[src/rtl/mod_p_reduce_pkg.sv]
// Shared constants for the modular reducer: field prime, inverter exponent,
// datapath widths and FSM state encoding.
package mod_p_reduce_pkg;
  localparam int W_RES = 64;
  localparam int W_REM = 65;
  localparam int W_IN  = 128;
  localparam int W_CNT = 7;

  localparam logic [W_RES-1:0] P_MOD_DEF = 64'd10997031918897188677;
  localparam logic [W_RES-1:0] INV_EXP   = P_MOD_DEF - 64'd2;

  typedef enum logic [1:0] {
    S_IDLE = 2'd0,
    S_RUN  = 2'd1,
    S_FIX  = 2'd2,
    S_DONE = 2'd3
  } state_e;
endpackage

[src/rtl/mod_p_step.sv]
// One restoring reduction step: shift in the next operand bit, then subtract
// P_MOD once if the shifted remainder reached it.
module mod_p_step
  import mod_p_reduce_pkg::*;
#(
  parameter logic [W_RES-1:0] P_MOD = P_MOD_DEF
) (
  input  logic [W_REM-1:0] r_in,
  input  logic             bit_in,
  output logic [W_REM-1:0] r_out
);
  logic [W_REM-1:0] shifted;
  logic             ge;

  // r_in < P_MOD < 2^64, so r_in[64] is always 0; folding it into the compare
  // keeps the step safe even if that invariant were ever broken.
  always_comb begin
    shifted = {r_in[W_REM-2:0], bit_in};
    ge      = r_in[W_REM-1] | (shifted >= {1'b0, P_MOD});
    r_out   = ge ? (shifted - {1'b0, P_MOD}) : shifted;
  end
endmodule

[src/rtl/mod_p_reduce.sv]
// Sequential reduction of a signed-magnitude 128-bit operand modulo P_MOD,
// one bit per cycle MSB first, with a final sign fix-up.
module mod_p_reduce
  import mod_p_reduce_pkg::*;
#(
  parameter logic [W_RES-1:0] P_MOD = P_MOD_DEF
) (
  input  logic              clk,
  input  logic              rst_n,
  input  logic              enable,
  input  logic [W_IN-1:0]   mod_input,
  input  logic              mod_input_sign,
  output logic              mod_done,
  output logic [W_RES-1:0]  mod_result,
  output logic              busy
);
  state_e           state_q, state_d;
  logic [W_CNT-1:0] cnt_q, cnt_d;
  logic [W_REM-1:0] r_q, r_d, r_step;
  logic [W_IN-1:0]  op_q, op_d;
  logic             sign_q, sign_d;
  logic [W_RES-1:0] res_q, res_d;
  logic             done_q, done_d;
  logic             busy_q, busy_d;

  mod_p_step #(.P_MOD(P_MOD)) u_step (
    .r_in  (r_q),
    .bit_in(op_q[cnt_q]),
    .r_out (r_step)
  );

  // A fresh enable wins in every state, aborting whatever was in flight.
  always_comb begin
    state_d = state_q;
    cnt_d   = cnt_q;
    r_d     = r_q;
    op_d    = op_q;
    sign_d  = sign_q;
    res_d   = res_q;
    done_d  = 1'b0;
    busy_d  = busy_q;
    if (enable) begin
      state_d = S_RUN;
      cnt_d   = '1;
      r_d     = '0;
      op_d    = mod_input;
      sign_d  = mod_input_sign;
      busy_d  = 1'b1;
    end else begin
      case (state_q)
        S_RUN: begin
          r_d = r_step;
          if (cnt_q == '0) state_d = S_FIX;
          else             cnt_d   = cnt_q - 1'b1;
        end
        S_FIX: begin
          res_d   = (sign_q && (r_q != '0)) ? (P_MOD - r_q[W_RES-1:0]) : r_q[W_RES-1:0];
          done_d  = 1'b1;
          state_d = S_DONE;
        end
        S_DONE: begin
          busy_d  = 1'b0;
          state_d = S_IDLE;
        end
        default: ;
      endcase
    end
  end

  always_ff @(posedge clk or negedge rst_n) begin
    if (!rst_n) begin
      state_q <= S_IDLE;
      cnt_q   <= '0;
      r_q     <= '0;
      op_q    <= '0;
      sign_q  <= 1'b0;
      res_q   <= '0;
      done_q  <= 1'b0;
      busy_q  <= 1'b0;
    end else begin
      state_q <= state_d;
      cnt_q   <= cnt_d;
      r_q     <= r_d;
      op_q    <= op_d;
      sign_q  <= sign_d;
      res_q   <= res_d;
      done_q  <= done_d;
      busy_q  <= busy_d;
    end
  end

  assign mod_done   = done_q;
  assign mod_result = res_q;
  assign busy       = busy_q;
endmodule

[config.mk]
export PLATFORM = sky130hd
export DESIGN_NAME = mod_p_reduce
export DESIGN_NICKNAME = d
export VERILOG_FILES = /design/src/rtl/mod_p_reduce_pkg.sv /design/src/rtl/mod_p_step.sv /design/src/rtl/mod_p_reduce.sv
export SDC_FILE = /design/constraint.sdc
export NUM_CORES = 1
export LEC_CHECK = 0
export CAP_MARGIN = 0
export CORE_MARGIN = 3
export CORE_UTILIZATION = 35
export DETAILED_ROUTE_END_ITERATION = 10
export HOLD_SLACK_MARGIN = 0.1
export MAX_ROUTING_LAYER = met4
export SLEW_MARGIN = 20
export SYNTH_ARGS = -nofsm -noshare
export SYNTH_HDL_FRONTEND = slang
export SYNTH_SLANG_ARGS = --single-unit
[constraint.sdc]
create_clock -name clk -period 7 [get_ports clk]
set_input_delay 2.1 -clock clk [delete_from_list [all_inputs] [get_ports clk]]
set_output_delay 2.1 -clock clk [all_outputs]
set_load 0.02 [all_outputs]
Yosys cells after proc, flatten, opt, wreduce, memory -nomap -nowiden
Index checks and enable logic that the tools add are counted.
W data, S select, Z words.
- register bits: 269
- input port bits: 132
- output and inout port bits: 66
- word-level logic and storage cells: 45
- add/sub/neg operators: 3
- $lt $le $gt $ge: 2
- eq/ne operators: 5
- multiplexer cells: 16
- bitwise logic cells: 2
- reduce and logical (&&, ||, !) cells: 9
- operators with widths (operator ; count):
    $mux W65 ; 3
    $ge A65 B64 Y1 const B ; 1
    $reduce_bool A65 Y1 ; 1
    $sub A65 B64 Y65 const B ; 1
    $mux W64 ; 1
    $sub A64 B64 Y64 const A ; 1
    $mux W7 ; 3
    $lt A7 B8 Y1 const B ; 1
    $bmux W1 S7 ; 1
    $logic_not A7 Y1 ; 1
    $sub A7 B1 Y7 const B ; 1
    $pmux W2 S3 ; 1
    $reduce_and A2 Y1 ; 3
    $mux W1 ; 5
    $eq A2 B2 Y1 const B ; 2
    $mux W2 ; 2
    $reduce_bool A2 Y1 ; 2
    $reduce_bool A4 Y1 ; 1
    $ne A3 B3 Y1 const B ; 1
    $eq A2 B1 Y1 const B ; 1
    $ne A2 B2 Y1 const B ; 1
    $logic_and A1 B1 Y1 ; 1
    $not A1 Y1 ; 1
    $or A1 B1 Y1 ; 1

Longest topological paths before layout
- word-level depth: 7
- mapped depth: 21
- mapped depth without buffers: 17

Modules after synthesis
A second synthesis with hierarchy kept.
- cell total of the unflattened synthesis: 1484
- area, all modules: 15492.4 sq um
- by module, submodules not included (module ; instances ; cells an instance ; area an instance (sq um) ; sequential area each (sq um)):
    mod_p_reduce ; 1 ; 1188 ; 13533.0 ; 6731.5
    mod_p_step ; 1 ; 296 ; 1959.4 ; 0.0

Least setup slack after synthesis
Ideal clock, no wire load.
- path kind: reg2reg
- start: register cnt_q[0]
- end: register r_q[62]
- setup time: 0.094 ns
- arrival: 4.326 ns
- data required time: 6.906 ns
- slack: 2.580 ns
- cell stages (with the launch flop): 18
- buffers on the path: 1
- clock period less this slack: 4.420 ns
- path through: dfrtp_1 -> buf_6 -> mux4_1 -> mux4_2 -> nor3b_1 -> o211a_4 -> nor3_2 -> ha_1 -> nand2b_1 -> a21boi_0 -> o21bai_1 -> a2111oi_0 -> nand3b_1 -> a31oi_1 -> o21ai_0 -> a311oi_2 -> xnor2_1 -> a211oi_1
- word-level cells in the longest chain between the ends: 7
- elaborated cells between the ends (all ways): 8
- those cells by class: add/sub (1); order compare (1); mux (5); bitwise (1)
- ends and longest elaborated chain (element ; line ; text):
    from (decl) ; mod_p_reduce.sv:18 ; logic [W_CNT-1:0] cnt_q, cnt_d;
    from (signal assigned) ; mod_p_reduce.sv:82 ; cnt_q <= cnt_d;
    $bmux W1 S7 * ; mod_p_reduce.sv:28 ; .bit_in(op_q[cnt_q]),
    $mux W1 (not written as such) * ; mod_p_reduce.sv:28 ;
    $ge A65 B64 Y1 ; mod_p_step.sv:19 ; ge = r_in[W_REM-1] | (shifted >= {1'b0, P_MOD});
    $or A1 B1 Y1 ; mod_p_step.sv:19 ;
    $mux W65 * ; mod_p_step.sv:20 ; r_out = ge ? (shifted - {1'b0, P_MOD}) : shifted;
    $mux W65 * ; mod_p_reduce.sv:50 ; case (state_q)
    $mux W65 * ; mod_p_reduce.sv:42 ; if (enable) begin
    to (signal assigned) ; mod_p_reduce.sv:83 ; r_q <= r_d;
    to (decl) ; mod_p_reduce.sv:19 ; logic [W_REM-1:0] r_q, r_d, r_step;
Mark *: on every way between the ends. The rest lies on a longest branch, timed or not. The select of a mux whose other input is x is not followed.
A chain may end at the register's enable or synchronous reset.

Worst setup path after layout
Same ends and word-level chain as after synthesis.

==> flow_metrics.env <==
export IMPL_outcome="completed"
export IMPL_cts_sinks=269
export IMPL_worst_path_buf_inv=0
export IMPL_ys_flop_type="dfrtp_1"
export IMPL_cap_violations=0
export IMPL_async_flop_share=1.00
export IMPL_routabilityCongestion=0.912
export IMPL_syn_inst=1498
export IMPL_drive_above_1_share=0.167
export IMPL_critPathTopFamily="compound AO/OA/AOI/OAI gates"
export IMPL_ys_warn_count=0
export IMPL_path_max_fanout=33
export IMPL_initial_utilization=0.356
export IMPL_grt_overflow=0
export IMPL_syn_area_sq_um=15400
export IMPL_design_area_sq_um=18500
export IMPL_setup_tns_ns=0
export IMPL_grt_max_degree=109
export IMPL_cts_root_buf="clkbuf_16"
export IMPL_whs_ns=0.473
export IMPL_power_density_nw_per_um2=399
export IMPL_grt_use_total=0.180
export IMPL_endpoint_kind="flop"
export IMPL_final_net_count=1740
export IMPL_cts_max_level=1
export IMPL_crit_chain="mux4_1 -> mux2_2 -> o311ai_0 -> nor4_2 -> nor3_2 -> ha_1 -> nand2b_1 -> a21boi_0 -> o21bai_1 -> a2111oi_0 -> nand3b_1 -> a31oi_1 -> o21ai_0 -> a311oi_2 -> xnor2_1 -> a211oi_1"
export IMPL_die_w_um=216
export IMPL_slowest_delay_ns=0.99
export IMPL_ys_seq_area_frac=0.437
export IMPL_ant_nets=0
export IMPL_timing_max_slew_rel_slack=0.356
export IMPL_grt_setup_unrepaired="no"
export IMPL_ir_drop_v=0.000222
export IMPL_p_leak_nw=7.40
export IMPL_grt_pass1_wl_um=66700
export IMPL_hold_viol=0
export IMPL_dpl_cell_count=2150
export IMPL_hold_class="flop to flop"
export IMPL_hold_buffers=0
export IMPL_fin_skew_ns=0.0136
export IMPL_cp_start_kind="flop"
export IMPL_grt_pass1_vias=11716
export IMPL_port_buffers=197
export IMPL_final_cells=2207
export IMPL_avgSynthCellArea_sq_um=10.3
export IMPL_yosys_cell_types_count=94
export IMPL_areaGrowthSynthToFinish_pct=20.2
export IMPL_dr_pass1_iters=5
export IMPL_tightest_slew_ns=0.965
export IMPL_worst_endpoint_required_ns=7.48
export IMPL_place_ws_ns=0.862
export IMPL_clkTransAtPathRegs_ns=0.06
export IMPL_cts_tree="yes"
export IMPL_cts_resized=0
export IMPL_post_cts_setup_buffers=0
export IMPL_synth_edf_count=0
export IMPL_insertion_delay_ns=0.59
export IMPL_setup_slack_ns=0.808
export IMPL_wl_per_cell_um=18.7
export IMPL_drc=0
export IMPL_die_y_um=216
export IMPL_drt_wl_total_um=41200
export IMPL_crit_type="flop to flop"
export IMPL_slew_violations=0
export IMPL_placed_area_sq_um=17400
export IMPL_fmax_mhz=161
export IMPL_hpwl_um=28900
export IMPL_synth_seq_cells=269
export IMPL_finalCritPeriodShare=0.885
export IMPL_core_area_sq_um=43300
export IMPL_cts_buffers=31
export IMPL_rows=76
export IMPL_setup_violations=0
export IMPL_io_pins=198
export IMPL_drtIter0Drc=778
export IMPL_arrival_ns=6.67
export IMPL_cts_buffer_depth=3
export IMPL_viasPerCell=5.25
export IMPL_antenna_found_initial=1
export IMPL_layout_min_cycle_time_ns=6.19
export IMPL_dr_total_vias=11597
export IMPL_die_area_sq_um=46600
export IMPL_critical_path_slowest_cell="dfrtp_2"
export IMPL_syn_num_nets=1639
-- path summary, 6_finish.rpt --
kind | start | slack [ns] | to | depth (start not counted)
worst max-delay path | cnt_q[0] | 0.81 | r_q[62] | 16
worst min-delay path | mod_result[41] | 0.47 | mod_result[41] | 2
worst max register to register | cnt_q[0] | 0.81 | r_q[62] | 16
worst min register to register | mod_result[41] | 0.47 | mod_result[41] | 2
max in group asynchronous | rst_n | 4.09 | op_q[24] | 2
min in group asynchronous | rst_n | 1.57 | mod_result[48] | 1
-- cells in the final DEF, fill, tap and decap left out, types with 7 or more instances in the layout --
master / synthesis / routed
o21ai_0: 92 / 92
a21oi_1: 42 / 42
mux2_2: 135 / 135
nor3_1: 23 / 23
clkdlybuf4s50_1: 0 / 195
dfrtp_1: 269 / 267
nand2_1: 134 / 134
or3_1: 13 / 13
a311oi_1: 8 / 8
clkbuf_16: 0 / 31
a211oi_1: 65 / 65
nand4_1: 21 / 21
and3_1: 11 / 11
nand2b_1: 14 / 13
clkbuf_8: 15 / 11
a31oi_1: 11 / 11
ha_1: 9 / 8
nand3_1: 38 / 38
mux2i_1: 16 / 16
or2_2: 7 / 7
nor2_1: 124 / 124
mux4_2: 21 / 21
o211ai_1: 10 / 10
xnor2_1: 80 / 80
nor4_1: 14 / 13
xor2_1: 46 / 46
inv_1: 23 / 23
nor2b_1: 8 / 8
buf_4: 5 / 8
-- power by group --
part	total (W)	switching [W]	internal [W]
sequential	0.00263	0.000682	0.00194
clock	0.00170	0.000667	0.00104
combinational	0.00307	0.00163	0.00144
-- layout make-up --
cell class,count,area (sq um)
repair buffers,207,2090
well taps,585,732
multi-input cells,1064,7800
clock inverters,9,138
flip-flops and latches,269,6730
diodes,1,2.50
inverters,26,97.6
clock buffers,46,942
fillers,4182,24700
-- registers in the layout, indices dropped and copies added, names as in the netlist --
name	count
r_q	65
busy	1
state_q	2
mod_result	64
op_q	128
mod_done	1
cnt_q	7
sign_q	1
-- worst register-to-register path, stage by stage (launching register included) --
cell and delay, ns:
dfrtp_2 0.99, mux4_1 0.70, mux2_2 0.28, o311ai_0 0.54, nor4_2 0.15, nor3_2 0.54
ha_1 0.28, nand2b_1 0.16, a21boi_0 0.15, o21bai_1 0.29, a2111oi_0 0.19, nand3b_1 0.28
a31oi_1 0.54, o21ai_0 0.28, a311oi_2 0.34, xnor2_1 0.11, a211oi_1 0.27
-- through the flow --
stage | power, W | util
final | 0.00740 | 0.428
after global routing | 0.00793 | 0.428
after CTS | 0.00745 | 0.427
after detailed placement | 0.00571 | 0.402
after global placement | 0.00565 | 0.402
after floorplan | 0.00481 | -
-- cells in the mapped netlist, types with 14 or more instances --
| library cell | count | area share |
|---|---|---|
| a21oi_1 | 42 | 0.014 |
| mux4_2 | 21 | 0.031 |
| mux2_2 | 135 | 0.099 |
| nand3_1 | 38 | 0.012 |
| clkbuf_1 | 97 | 0.024 |
| inv_1 | 23 | 0.0056 |
| dfrtp_1 | 269 | 0.44 |
| nand2b_1 | 14 | 0.0057 |
| a211oi_1 | 65 | 0.032 |
| clkbuf_8 | 15 | 0.013 |
| nand4_1 | 21 | 0.0085 |
| nor3_1 | 23 | 0.0075 |
| nor4_1 | 14 | 0.0057 |
| nor2_1 | 124 | 0.030 |
| mux2i_1 | 16 | 0.010 |
| nand2_1 | 134 | 0.033 |
| o21ai_0 | 92 | 0.030 |
| xor2_1 | 46 | 0.026 |
| xnor2_1 | 80 | 0.045 |
-- cells by family (layout without fill, tap and decap cells) --
group           after synthesis  after routing  synth area share
compound gates              303            303             0.136
xor+xnor                    126            126            0.0716
fa+ha+maj                     9              9           0.00731
buf+inv                     165            288            0.0589
flops                       269            269             0.437
mux                         176            176             0.147
other cells                   0              1                 0
simple gates                450            450             0.143
-- routing by layer --
metal	wire [um]	track usage	vias up	share of wire
li1	-	-	5541	-
met1	18100	0.235	5678	0.44
met2	19400	0.288	324	0.47
met3	2850	0.0407	54	0.069
met4	858	0.0416	0	0.021
met5	0	-	-	0
(Power assumes the default switching activity.)
